## src/rtl/axis_iter_div_if.sv

```systemverilog
// Operand/result stream bundle between the EXE mul/div unit and the iterative divider.
// Latency: none (wiring only).
// Backpressure: operand channels share one tready; the result channel has no tready and must be sampled on the pulse.
interface axis_iter_div_if #(
  parameter int WIDTH = 32
);
  logic               s_axis_dividend_tvalid;
  logic               s_axis_dividend_tready;
  logic [WIDTH-1:0]   s_axis_dividend_tdata;
  logic               s_axis_divisor_tvalid;
  logic               s_axis_divisor_tready;
  logic [WIDTH-1:0]   s_axis_divisor_tdata;
  logic               m_axis_dout_tvalid;
  logic [2*WIDTH-1:0] m_axis_dout_tdata;

  // Requester side (EXE-stage unit)
  modport master (
    output s_axis_dividend_tvalid, s_axis_dividend_tdata,
    output s_axis_divisor_tvalid,  s_axis_divisor_tdata,
    input  s_axis_dividend_tready, s_axis_divisor_tready,
    input  m_axis_dout_tvalid,     m_axis_dout_tdata
  );

  // Responder side (divider)
  modport slave (
    input  s_axis_dividend_tvalid, s_axis_dividend_tdata,
    input  s_axis_divisor_tvalid,  s_axis_divisor_tdata,
    output s_axis_dividend_tready, s_axis_divisor_tready,
    output m_axis_dout_tvalid,     m_axis_dout_tdata
  );
endinterface

```

## src/rtl/axis_iter_div.sv

```systemverilog
// Iterative radix-2 restoring divider (DIV when SIGNED=1, DIVU when SIGNED=0); result {quotient, remainder}.
// Latency: result pulse WIDTH+1 cycles after the handshake (1 cycle for trivial operands when DIV_FASTPATH_EN is defined).
// Backpressure: shared tready is high only when idle and not in rst/flush; the result pulse has no tready.
module axis_iter_div #(
  parameter bit SIGNED = 1'b1,
  parameter int WIDTH  = 32
) (
  input logic            clk,
  input logic            rst,
  input logic            flush,
  axis_iter_div_if.slave bus
);

  localparam int CW = (WIDTH > 1) ? $clog2(WIDTH) : 1;

  typedef enum logic [1:0] {IDLE, CALC, DONE} state_t;

  state_t           state_q, state_d;
  logic [CW-1:0]    count_q;
  logic [WIDTH-1:0] quo_q;      // dividend bits shift out, quotient bits shift in
  logic [WIDTH-1:0] rem_q;      // partial remainder
  logic [WIDTH-1:0] dvs_q;      // divisor magnitude
  logic             sign_q_q;
  logic             sign_r_q;
  logic             dout_vld_q;
  logic [2*WIDTH-1:0] dout_dat_q;

  logic             rdy;
  logic             hs;
  logic             a_neg, b_neg;
  logic [WIDTH-1:0] a_mag, b_mag;

  logic [WIDTH:0]   rem_sh;
  logic [WIDTH:0]   diff;
  logic             step_ok;
  logic [WIDTH-1:0] rem_step, quo_step;

  logic             fast_take;
  logic [WIDTH-1:0] fast_quo, fast_rem;

  logic [WIDTH-1:0] raw_quo, raw_rem;
  logic             fix_q, fix_r;
  logic [WIDTH-1:0] res_quo, res_rem;

  // Shared ready: only an idle divider that is not being reset or flushed accepts operands.
  assign rdy = (state_q == IDLE) && !rst && !flush;
  assign hs  = rdy && bus.s_axis_dividend_tvalid && bus.s_axis_divisor_tvalid;

  assign bus.s_axis_dividend_tready = rdy;
  assign bus.s_axis_divisor_tready  = rdy;
  assign bus.m_axis_dout_tvalid     = dout_vld_q;
  assign bus.m_axis_dout_tdata      = dout_dat_q;

  // Operand magnitudes; the most negative value keeps its bit pattern, which is its correct unsigned magnitude.
  assign a_neg = SIGNED && bus.s_axis_dividend_tdata[WIDTH-1];
  assign b_neg = SIGNED && bus.s_axis_divisor_tdata[WIDTH-1];
  assign a_mag = a_neg ? -bus.s_axis_dividend_tdata : bus.s_axis_dividend_tdata;
  assign b_mag = b_neg ? -bus.s_axis_divisor_tdata  : bus.s_axis_divisor_tdata;

  // One restoring step: shift {rem, quo} left, trial-subtract with one guard bit.
  assign rem_sh   = {rem_q, quo_q[WIDTH-1]};
  assign diff     = rem_sh - {1'b0, dvs_q};
  assign step_ok  = !diff[WIDTH];
  assign rem_step = step_ok ? diff[WIDTH-1:0] : rem_sh[WIDTH-1:0];
  assign quo_step = {quo_q[WIDTH-2:0], step_ok};

`ifdef DIV_FASTPATH_EN
  // Trivial operands: the iterative loop would produce exactly these values.
  assign fast_take = (b_mag == '0) || (a_mag < b_mag);
  assign fast_quo  = (b_mag == '0) ? '1 : '0;
  assign fast_rem  = a_mag;
`else
  assign fast_take = 1'b0;
  assign fast_quo  = '0;
  assign fast_rem  = '0;
`endif

  // Result source: the fast path resolves from the live operands in IDLE, otherwise the final CALC step.
  assign raw_quo = (state_q == IDLE) ? fast_quo : quo_step;
  assign raw_rem = (state_q == IDLE) ? fast_rem : rem_step;
  assign fix_q   = (state_q == IDLE) ? (a_neg ^ b_neg) : sign_q_q;
  assign fix_r   = (state_q == IDLE) ? a_neg : sign_r_q;
  assign res_quo = fix_q ? -raw_quo : raw_quo;
  assign res_rem = fix_r ? -raw_rem : raw_rem;

  // Next-state logic; flush abandons whatever is in flight.
  always_comb begin
    state_d = state_q;
    case (state_q)
      IDLE: if (hs) state_d = fast_take ? DONE : CALC;
      CALC: if (count_q == '0) state_d = DONE;
      DONE: state_d = IDLE;
      default: state_d = IDLE;
    endcase
    if (flush) state_d = IDLE;
  end

  // State register.
  always_ff @(posedge clk) begin
    if (rst) state_q <= IDLE;
    else     state_q <= state_d;
  end

  // Operand latch on handshake, then one restoring step per CALC cycle.
  always_ff @(posedge clk) begin
    if (rst) begin
      count_q  <= '0;
      quo_q    <= '0;
      rem_q    <= '0;
      dvs_q    <= '0;
      sign_q_q <= 1'b0;
      sign_r_q <= 1'b0;
    end else if (hs) begin
      count_q  <= CW'(WIDTH - 1);
      quo_q    <= a_mag;
      rem_q    <= '0;
      dvs_q    <= b_mag;
      sign_q_q <= a_neg ^ b_neg;
      sign_r_q <= a_neg;
    end else if (state_q == CALC) begin
      quo_q   <= quo_step;
      rem_q   <= rem_step;
      count_q <= count_q - 1'b1;
    end
  end

  // Result registers load on entry to DONE so the pulse and data come straight from flops.
  always_ff @(posedge clk) begin
    if (rst) begin
      dout_vld_q <= 1'b0;
      dout_dat_q <= '0;
    end else begin
      dout_vld_q <= (state_d == DONE);
      if (state_d == DONE) dout_dat_q <= {res_quo, res_rem};
    end
  end

endmodule

```

## src/flat_wrapper.sv

```systemverilog
// flat-port wrapper written by rule: the top's interface ports become plain ports
module axis_iter_div_flat 
#(
  parameter bit SIGNED = 1'b1,
  parameter int WIDTH  = 32
)
  (clk, rst, flush, bus_s_axis_dividend_tvalid, bus_s_axis_dividend_tdata, bus_s_axis_divisor_tvalid, bus_s_axis_divisor_tdata, bus_s_axis_dividend_tready, bus_s_axis_divisor_tready, bus_m_axis_dout_tvalid, bus_m_axis_dout_tdata);
  axis_iter_div_if #(.WIDTH(WIDTH)) bus_i ();
  input logic clk;
  input logic rst;
  input logic flush;
  input wire logic [$bits(bus_i.s_axis_dividend_tvalid)-1:0] bus_s_axis_dividend_tvalid;
  input wire logic [$bits(bus_i.s_axis_dividend_tdata)-1:0] bus_s_axis_dividend_tdata;
  input wire logic [$bits(bus_i.s_axis_divisor_tvalid)-1:0] bus_s_axis_divisor_tvalid;
  input wire logic [$bits(bus_i.s_axis_divisor_tdata)-1:0] bus_s_axis_divisor_tdata;
  output wire logic [$bits(bus_i.s_axis_dividend_tready)-1:0] bus_s_axis_dividend_tready;
  output wire logic [$bits(bus_i.s_axis_divisor_tready)-1:0] bus_s_axis_divisor_tready;
  output wire logic [$bits(bus_i.m_axis_dout_tvalid)-1:0] bus_m_axis_dout_tvalid;
  output wire logic [$bits(bus_i.m_axis_dout_tdata)-1:0] bus_m_axis_dout_tdata;
  assign bus_i.s_axis_dividend_tvalid = bus_s_axis_dividend_tvalid;
  assign bus_i.s_axis_dividend_tdata = bus_s_axis_dividend_tdata;
  assign bus_i.s_axis_divisor_tvalid = bus_s_axis_divisor_tvalid;
  assign bus_i.s_axis_divisor_tdata = bus_s_axis_divisor_tdata;
  assign bus_s_axis_dividend_tready = bus_i.s_axis_dividend_tready;
  assign bus_s_axis_divisor_tready = bus_i.s_axis_divisor_tready;
  assign bus_m_axis_dout_tvalid = bus_i.m_axis_dout_tvalid;
  assign bus_m_axis_dout_tdata = bus_i.m_axis_dout_tdata;
  axis_iter_div #(.SIGNED(SIGNED), .WIDTH(WIDTH)) u_core (.clk(clk), .rst(rst), .flush(flush), .bus(bus_i));
endmodule
```

## config.mk

```make
export PLATFORM = sky130hd
export DESIGN_NAME = axis_iter_div_flat
export DESIGN_NICKNAME = d
export VERILOG_FILES = /design/src/rtl/axis_iter_div_if.sv /design/src/rtl/axis_iter_div.sv /design/src/flat_wrapper.sv
export SDC_FILE = /design/constraint.sdc
export NUM_CORES = 1
export LEC_CHECK = 0
export ABC_CLOCK_PERIOD_IN_PS = 5150
export BUFFER_PORTS_ARGS = -buffer_cell sky130_fd_sc_hd__buf_2
export CELL_PAD_IN_SITES_DETAIL_PLACEMENT = 2
export CELL_PAD_IN_SITES_GLOBAL_PLACEMENT = 2
export CORE_MARGIN = 2
export CORE_UTILIZATION = 32
export CTS_BUF_LIST = sky130_fd_sc_hd__clkbuf_2
export DETAILED_ROUTE_END_ITERATION = 8
export GPL_TIMING_DRIVEN = 1
export PLACE_DENSITY_LB_ADDON = 0.1
export SLEW_MARGIN = 20
export SYNTH_ARGS = -nofsm -noshare
export SYNTH_HDL_FRONTEND = slang
export SYNTH_SLANG_ARGS = --single-unit
```

## constraint.sdc

```tcl
create_clock -name clk -period 5.15 [get_ports clk]
set_input_delay 0.7725 -clock clk [delete_from_list [all_inputs] [get_ports clk]]
set_output_delay 0.7725 -clock clk [all_outputs]
set_load 0.02 [all_outputs]
```

Word level (Yosys, flattened, before mapping)
Index checks and enable logic that the tools add are counted.

cells by class
  equal/unequal tests = 2
  muxes and demuxes = 17
  bitwise operators = 1
  reduce and logical (&&, ||, !) cells = 11
  $add $sub $neg = 6

operators with widths
  cell                 number
  $mux 32              9
  $neg 32->32          4
  $sub 33x32->33       1
  $mux 5               2
  $mux 2               3
  $logic_not 5->1      1
  $sub 5x1->5 const B  1
  $logic_and 1x1->1    4
  $pmux 2 s2           1
  $logic_not 1->1      3
  $eq 2x1->1 const B   1
  $eq 2x2->1 const B   1
  $logic_not 2->1      1
  $mux 1               2
  $reduce_bool 2->1    1
  $reduce_or 2->1      1
  $xor 1x1->1          1

storage, ports and cells
  bits in registers = 170
  output and inout port bits = 67
  input port bits = 69
  logic and storage cells = 46

Depth between registers and ports, before layout
Gate-level depths: netlist of the first run.

  depth after elaboration = 9
  depth in mapped cells = 23
  mapped depth without buffers = 20

Worst setup path before layout of the first run
OpenSTA, ideal clock, no wires.

  path type = register -> register
  start = reg u_core.quo_q[31]
  end = reg u_core.dout_dat_q[60] (netlist: u_core.bus.m_axis_dout_tdata[60])
  data arrival time = 4793 ps
  path slack = 225 ps
  cell stages (with the launch flop) = 24
  buffers on the path = 3
  data required time = 5018 ps
  library setup time = 132 ps
  clock period less this slack = 4925 ps
  path through = dfxtp_1 > inv_1 > ha_1 > fa_1 > nand2b_1 > a21oi_1 > a2bb2oi_1 > a21oi_1 > o211a_1 > nor2_1 > clkbuf_1 > buf_1 > clkbuf_1 > nand2_1 > ha_1 > o21ai_0 > o21bai_1 > o21bai_1 > or3_1 > o21ai_0 > a21oi_1 > nor2_1 > o21ai_0 > a21oi_1

between the ends
  longest elaborated chain between the ends = 5

ends and longest elaborated chain
  element                   line                  RTL
  start: declaration        axis_iter_div.sv:20   logic [WIDTH-1:0] quo_q;
  start signal: assignment  axis_iter_div.sv:115  quo_q <= a_mag;
  start signal: assignment  axis_iter_div.sv:121  quo_q <= quo_step;
  $sub 33x32->33            axis_iter_div.sv:62   assign diff = rem_sh - {1'b0, dvs_q};
  $logic_not 1->1           axis_iter_div.sv:63   assign step_ok = !diff[WIDTH];
  $mux 32                   axis_iter_div.sv:79   assign raw_quo = (state_q == IDLE) ? fast_quo : quo_step;
  $neg 32->32               axis_iter_div.sv:83   assign res_quo = fix_q ? -raw_quo : raw_quo;
  $mux 32                   axis_iter_div.sv:83
  end signal: assignment    axis_iter_div.sv:134  if (state_d == DONE) dout_dat_q <= {res_quo, res_rem};
  end: declaration          axis_iter_div.sv:26   logic [2*WIDTH-1:0] dout_dat_q;

Every way passes these cells.
A chain may end at the register's enable or synchronous reset.

Worst setup path after layout of the first run
  start = reg u_core.dvs_q[23]
  end = reg u_core.dout_dat_q[27] (netlist: u_core.bus.m_axis_dout_tdata[27])

between the ends
  longest elaborated chain between the ends = 5

ends and longest elaborated chain
  element                   line                  RTL
  start: declaration        axis_iter_div.sv:22   logic [WIDTH-1:0] dvs_q;
  start signal: assignment  axis_iter_div.sv:117  dvs_q <= b_mag;
  $sub 33x32->33 (*)        axis_iter_div.sv:62
  $mux 32 (*)               axis_iter_div.sv:64   assign rem_step = step_ok ? diff[WIDTH-1:0] : rem_sh[WIDTH-1:0];
  $mux 32 (*)               axis_iter_div.sv:80   assign raw_rem = (state_q == IDLE) ? fast_rem : rem_step;
  $neg 32->32               axis_iter_div.sv:84   assign res_rem = fix_r ? -raw_rem : raw_rem;
  $mux 32 (*)               axis_iter_div.sv:84

Every way passes the cells marked *; elsewhere a longest branch is shown, timed or not.

==> metrics.md, run 1 <==
| Metric | Value |
|---|---|
| Synth Register Bits | `between 150 and 200` |
| Min-delay worst type | `primary input to register` |
| Maximum VDD drop | `121 uV` |
| Highest Signal Layer | `met4` |
| CP Launch Type | `register` |
| Cells after DPL | `2,192` |
| Multiplexer share of the synthesized area | `roughly 2.9%` |
| Final hold vios | `0` |
| Critical Path RT | `about 6000 ps` |
| Cell count after synthesis | `roughly 1.6k` |
| WL met3 | `approximately 1100 um` |
| Metal1 wirelength | `25,500 um` |
| Hold Crit Depth | `3` |
| Reg2Reg Depth | `14` |
| Status | `finished, final reports clean` |
| Seq/Total Area, Yosys | `between 20% and 30%` |
| Crit Path Category | `register to register` |
| EDFF count, synth | `0` |
| CTS Root Buffer Type | `clkbuf_2` |
| Async SR Flop Fraction | `0%` |
| Syn_nets | `1,740` |
| Setup Fix Bufs, Post-CTS | `0` |
| H-Tree Depth | `4` |
| Final non-filler cell area | `approximately 13,000 sq um` |
| Tot GR Track Use | `roughly a quarter` |
| Port Buf Inserts | `around 140` |
| CTS Buffer Depth | `2` |
| DRC | `0` |
| Tcrit/Tclk final | `between 90 and 100%` |
| Reg2reg setup slack | `between 400 and 500 ps` |
| Post-DP HPWL | `~38,000 um` |
| Main combinational cell family by area after synthesis | `compound AO/OA/AOI/OAI gates` |
| First-pass GRT wire length | `~80,000 um` |
| Die Wd | `approximately 200 um` |
| Number of buffers created by CTS | `17` |
| Clock Latency Late Sink | `880 ps` |
| DR WL met2 | `approximately 23,000 um` |
| Initial Util | `32.2%` |
| Finished Layout Cells | `~2.2k` |
| Io pins | `136` |
| Max-cap viol count | `0` |
| Yosys Warn Count | `0` |
| Share of cells above drive strength 1 | `about an eighth` |
| Rel. slew slack | `33.4%` |
| P_leak | `between 0.004 and 0.005 uW` |
| Area leader, netlist | `dfxtp_1` |
| Post-Route WL | `just under 50,000 um` |
| Min-delay src | `bus_s_axis_divisor_tdata[0]` |
| Clock-pin transition on the worst setup and hold timing paths | `~280 ps` |
| Worst Hold End | `u_core.dvs_q[0]` |
| Top cells by area, synth | `dfxtp_1 (28%), a211oi_1 (6.3%), nor2_1 (6.3%), nand2_1 (5.2%), a21oi_1 (5.2%)` |
| Syn avg cell area | `about 7.4 sq um` |
| CTS tree | `yes` |
| Core area | `around 37,000 sq um` |
| Number of global-route vias before repair | `~13k` |
| Worst r2r src | `u_core.dvs_q[23]` |
| Reg-to-Reg End | `u_core.bus.m_axis_dout_tdata[27]` |
| Area grow syn2layout | `11.6%` |
| Clock sinks | `between 150 and 200` |
| Antenna violations before repair | `2` |
| Post-Synth Adder-Cell Area | `4.01%` |
| Post-route clock skew | `between 50 and 60 ps` |
| Commonest non-fill, non-tap cell in the layout | `nor2_1` |
| Synth Area in XOR/XNOR | `between 7 and 8%` |
| Routed Antenna Nets | `0` |
| Largest net degree at the start of global routing | `between 90 and 100` |
| Grt total ovfl | `0` |
| Area after DPL | `13,200 sq um` |
| DR vias | `12.7k` |
| Top_reg_cell synth | `dfxtp_1` |
| Post-route setup slack | `406 ps` |
| Post-Place Setup Slack | `between 500 and 600 ps` |
| Drt pass-1 iters | `5` |
| Slew Limit Fails | `0` |
| Pwr dens | `between 200 and 250 nW/um^2` |
| Post-DR vias/cell | `~5.7` |
| Final setup vio count | `0` |
| FP Rows | `just over 70` |
| Crit end category | `register` |
| Initial drt markers | `647` |
| Routed WL per cell | `between 20 and 25 um` |
| Top-area cell type share of the netlist area | `roughly 28%` |
| Max frequency | `around 210 MHz` |
| Setup_tns | `0 ps` |
| Synth cell types | `71` |
| Layout Nets | `around 1.8k` |
| Commonest cells after routing, fill and taps aside | `nor2_1 (199), dfxtp_1 (170), nand2_1 (168)` |
| DIE AREA | `a little under 40,000 sq um` |
| Final min period | `4740 ps` |
| Mapped Area | `around 12,000 sq um` |
| Simple-gate area share of the yosys netlist | `between 20% and 30%` |
| GPL Wtd Cong | `0.830` |
| Worst-path maximum fanout | `12` |
| RSZ-0062 raised after global routing | `false` |
| Worst path arrival time | `5520 ps` |
| Slew @ Worst Pin | `roughly 1000 ps` |
| Floorplan die height | `just under 200 um` |
| Compound-Gate Fraction of Synth Area | `between 20% and 30%` |
[synthesized netlist by cell type (11+ instances only)]
cell type  count
nand3_1       32
a21oi_1      125
ha_1          37
o211ai_1      17
mux2i_1       31
a31oi_1       16
xor2_1        46
nor2_1       202
xnor2_1       64
nand2b_1      11
a22oi_1       29
nand4_1       12
nor3_1        41
nor4_1        13
dfxtp_1      170
or3_1         27
nand2_1      168
inv_1         58
clkbuf_1     107
a211oi_1     101
o21ai_0      108
o31ai_1       27
[power by group]
group	switching, uW	internal [uW]
clock	549	228
combinational	689	362
sequential	30.2	1340
total	1270	1930
[worst max-delay path by stage]
stage | from | end | cells after the start
global placement | bus_s_axis_divisor_tdata[8] | u_core.dvs_q[25] | 11
detailed placement | u_core.dvs_q[23] | u_core.bus.m_axis_dout_tdata[27] | 14
floorplan | u_core.quo_q[31] | u_core.bus.m_axis_dout_tdata[60] | 23
finish | u_core.dvs_q[23] | u_core.bus.m_axis_dout_tdata[27] | 14
global route | u_core.dvs_q[19] | u_core.bus.m_axis_dout_tdata[60] | 18
CTS | u_core.dvs_q[23] | u_core.bus.m_axis_dout_tdata[27] | 14
[through the flow]
stage	power (uW)	util [%]	hold slack [ps]
after floorplan	2050	-	432
final	3200	36.0	188
after CTS	3230	35.9	96.1
after global placement	2420	35.3	442
after global routing	3390	36.0	78.4
after detailed placement	2430	35.3	453
[cells by family after synthesis]
kind of cell             Yosys count
multiplexers                      34
AO/OA/AOI/OAI                    532
XOR/XNOR                         110
flip-flops                       170
adder cells (fa/ha/maj)           38
AND/OR/NAND/NOR                  571
buffers and inverters            178
[worst max-delay path, stage by stage (launching register included)]
cell and delay (ps):
dfxtp_1 380, inv_1 110, ha_1 430, a21oi_1 320, o21ai_0 240, a32o_1 310
nor2_1 300, o22ai_1 210, buf_4 230, or4b_2 670, o311ai_1 240, and2_1 480
and2_1 270, a21oi_1 90, or3_1 360
[what timing repair did]
action	in CTS	in global routing
setup endpoints to repair	0	1
hold endpoints to repair	1	0
hold buffers	1	0
gates resized for setup	0	1
[flip-flops by register name, summed over array words and instances, names as in the netlist]
name,count
u_core.bus.m_axis_dout_tdata,64
u_core.dvs_q,32
u_core.quo_q,32
u_core.rem_q,32
u_core.count_q,5
u_core.state_q,2
u_core.bus.m_axis_dout_tvalid,1
u_core.sign_q_q,1
u_core.sign_r_q,1
[layer usage]
layer | up-vias | global-route usage [%]
met5 | - | 0
met4 | 0 | 4.48
met3 | 27 | 2.81
met2 | 183 | 41.4
met1 | 6392 | 37.0
li1 | 6087 | -
[final cells by class]
class	count	area, sq um
sequential	170	3400
timing repair buffer	169	936
multi-input combinational	1285	8010
tap	511	639
antenna	2	5.00
inverter	58	218
clock inverter	14	146
fill	4467	24000
clock buffer	18	90.1
Power figures use the tool's default switching activity.
==> inputs of run 2 (changes only) <==
BUFFER_PORTS_ARGS = not set   (was -buffer_cell sky130_fd_sc_hd__buf_2)
CORE_UTILIZATION = 35   (was 32)
DONT_BUFFER_PORTS = 1   (was not set)
==> run 2 against run 1 <==
  * Sequential share of layout area up 1.1 points
  * First-iteration DRC count up 23%
  * Die area down 8.4%
  * Non-clock buffer count down 121
  * Clock skew up 15 ps
  * Setup slack worse by 5.8 ps
  * Critical path depth unchanged
  * Register-to-register slack about the same
  * Final area down 4.1%
  * Worst hold slack worse by 110 ps
==> metrics.md, run 2 (synthesis gave the netlist of run 1 again) <==
| Metric | Value |
|---|---|
| Final setup vio count | `0 (unchanged)` |
| Max frequency | `211 MHz (about the same)` |
| Routed WL per cell | `24.4 um (was 22.3 um)` |
| Largest net degree at the start of global routing | `113 (was 92)` |
| First-pass GRT wire length | `77,300 um (was 77,800 um)` |
| Area grow syn2layout | `7.01% (was 11.6%)` |
| Crit end category | `register (unchanged)` |
| Setup_tns | `0 ps (unchanged)` |
| Post-DP HPWL | `37,600 um (was 38,200 um)` |
| CTS Buffer Depth | `2 (unchanged)` |
| Max reg flops | `64 (unchanged)` |
| Finished Layout Cells | `2,042 (was 2,227)` |
| DR vias | `12.4k (was 12.7k)` |
| Slew @ Worst Pin | `1010 ps (was 999 ps)` |
| CTS tree | `yes (unchanged)` |
| Core area | `33,700 sq um (was 37,400 sq um)` |
| RSZ-0062 raised after global routing | `false (unchanged)` |
| Rel. slew slack | `32.5% (was 33.4%)` |
| Antenna violations before repair | `1 (was 2)` |
| CP Launch Type | `register (unchanged)` |
| Floorplan die height | `190 um (was 198 um)` |
| Drt pass-1 iters | `5 (unchanged)` |
| Clock-pin transition on the worst setup and hold timing paths | `320 ps (was 280 ps)` |
| Cells after DPL | `1,990 (was 2,192)` |
| Share of cells above drive strength 1 | `5.84% (was 13.3%)` |
| DIE AREA | `35,900 sq um (was 39,200 sq um)` |
| Routed Antenna Nets | `0 (unchanged)` |
| P_leak | `0.00436 uW (was 0.00493 uW)` |
| Worst-path maximum fanout | `12 (unchanged)` |
| Final hold vios | `0 (unchanged)` |
| Post-Route WL | `49,800 um (was 49,600 um)` |
| Post-DR vias/cell | `6.06 (was 5.70)` |
| Post-route clock skew | `64.7 ps (was 50.2 ps)` |
| Slew Limit Fails | `0 (unchanged)` |
| Max-cap viol count | `0 (unchanged)` |
| Commonest non-fill, non-tap cell in the layout | `nor2_1 (unchanged)` |
| Worst path arrival time | `5590 ps (was 5520 ps)` |
| Min-delay worst type | `primary input to register (unchanged)` |
| Hold slack | `80.5 ps (was 188 ps)` |
| Port Buf Inserts | `0 (was 135)` |
| Clock Latency Late Sink | `910 ps (was 880 ps)` |
| Crit Path Category | `register to register (unchanged)` |
| DRC | `0 (unchanged)` |
| Layout Nets | `1,687 (was 1,808)` |
| Status | `finished, final reports clean (unchanged)` |
| GPL Wtd Cong | `0.861 (was 0.830)` |
| Critical Path RT | `5990 ps (was 5920 ps)` |
| Die Wd | `190 um (was 198 um)` |
| Initial drt markers | `798 (was 647)` |
| Tcrit/Tclk final | `92.2% (was 92.1%)` |
| CTS Root Buffer Type | `clkbuf_2 (unchanged)` |
| Commonest cells after routing, fill and taps aside | `nor2_1 (199), dfxtp_1 (170), nand2_1 (168) (unchanged)` |
| Tot GR Track Use | `27.7% (was 25.6%)` |
| Pwr dens | `253 nW/um^2 (was 238 nW/um^2)` |
| Number of global-route vias before repair | `12.8k (was 13.1k)` |
| Clock sinks | `170 (unchanged)` |
| FP Rows | `67 (was 71)` |
| H-Tree Depth | `4 (unchanged)` |
| Io pins | `136 (unchanged)` |
| Grt total ovfl | `0 (unchanged)` |
| Maximum VDD drop | `129 uV (was 121 uV)` |
| Total power | `3260 uW (was 3200 uW)` |
| Initial Util | `35.8% (was 32.2%)` |
| Final min period | `4750 ps (was 4740 ps)` |
| Number of buffers created by CTS | `17 (unchanged)` |
==> run 2: changes by cell type in the layout (fill, tap and decap cells not counted), moves of 2 or more <==
cell / before / now
buf_2: 134 / 0
clkinv_1: 3 / 1
dlygate4sd3_1: 1 / 18
clkinv_4: 3 / 1
inv_8: 1 / 3
buf_4: 34 / 29
==> run 2: layout make-up <==
cell class / instances / area [sq um]
inverters: 58 / 218
clock buffers: 18 / 90.1
diodes: 1 / 2.50
fillers: 3969 / 20800
multi-input cells: 1285 / 8010
well taps: 448 / 561
repair buffers: 48 / 425
flip-flops and latches: 170 / 3400
clock inverters: 14 / 185
==> run 2: path summary, 6_finish.rpt <==
kind / start / endpoint / slack [ps] / depth (start not counted)
max: u_core.dvs_q[19] / u_core.bus.m_axis_dout_tdata[20] / 400 / 14
min: bus_s_axis_dividend_tdata[9] / u_core.quo_q[9] / 80 / 3
max reg2reg: u_core.dvs_q[19] / u_core.bus.m_axis_dout_tdata[20] / 400 / 14
min reg2reg: u_core.dvs_q[26] / u_core.dvs_q[26] / 500 / 2
==> run 2: critical path, stage by stage (launching register included) <==
cell and delay, ps:
dfxtp_1 410, inv_1 50, ha_1 510, nand4_1 290, or2_2 370, o22ai_1 260
a21oi_1 150, o211a_1 280, buf_4 180, or4b_2 630, o311ai_1 240, and2_1 540
a21oi_1 200, o41a_1 430, a21oi_1 150
==> run 2: report_power, final <==
group	switching (uW)	internal, uW	total [uW]
logic	662	349	1010
clock network	585	288	873
registers	34.5	1340	1380
total	1280	1980	3260
==> run 2: what timing repair did <==
| item | in CTS | in global routing |
|---|---|---|
| resized for setup | 0 | 2 |
| hold endpoints to repair | 115 | 0 |
| endpoints found under the setup margin | 0 | 4 |
| hold buffers | 19 | 0 |
| buffers inserted | 0 | 0 |
==> run 2: metrics by stage <==
stage | cell area [sq um] | util (%) | setup WS (ps)
floorplan | 12100 | - | 225
global placement | 12400 | 36.8 | 408
detailed placement | 12400 | 36.8 | 401
CTS | 12900 | 38.2 | 377
global route | 12900 | 38.3 | 39.3
finish | 12900 | 38.3 | 400
==> run 2: per-layer routing <==
layer	vias to the layer above	track usage (%)	routed length, um
li1	5839	-	-
met1	6278	39.4	24800
met2	224	44.8	22500
met3	32	3.91	2000
met4	0	5.31	515
met5	-	0	0
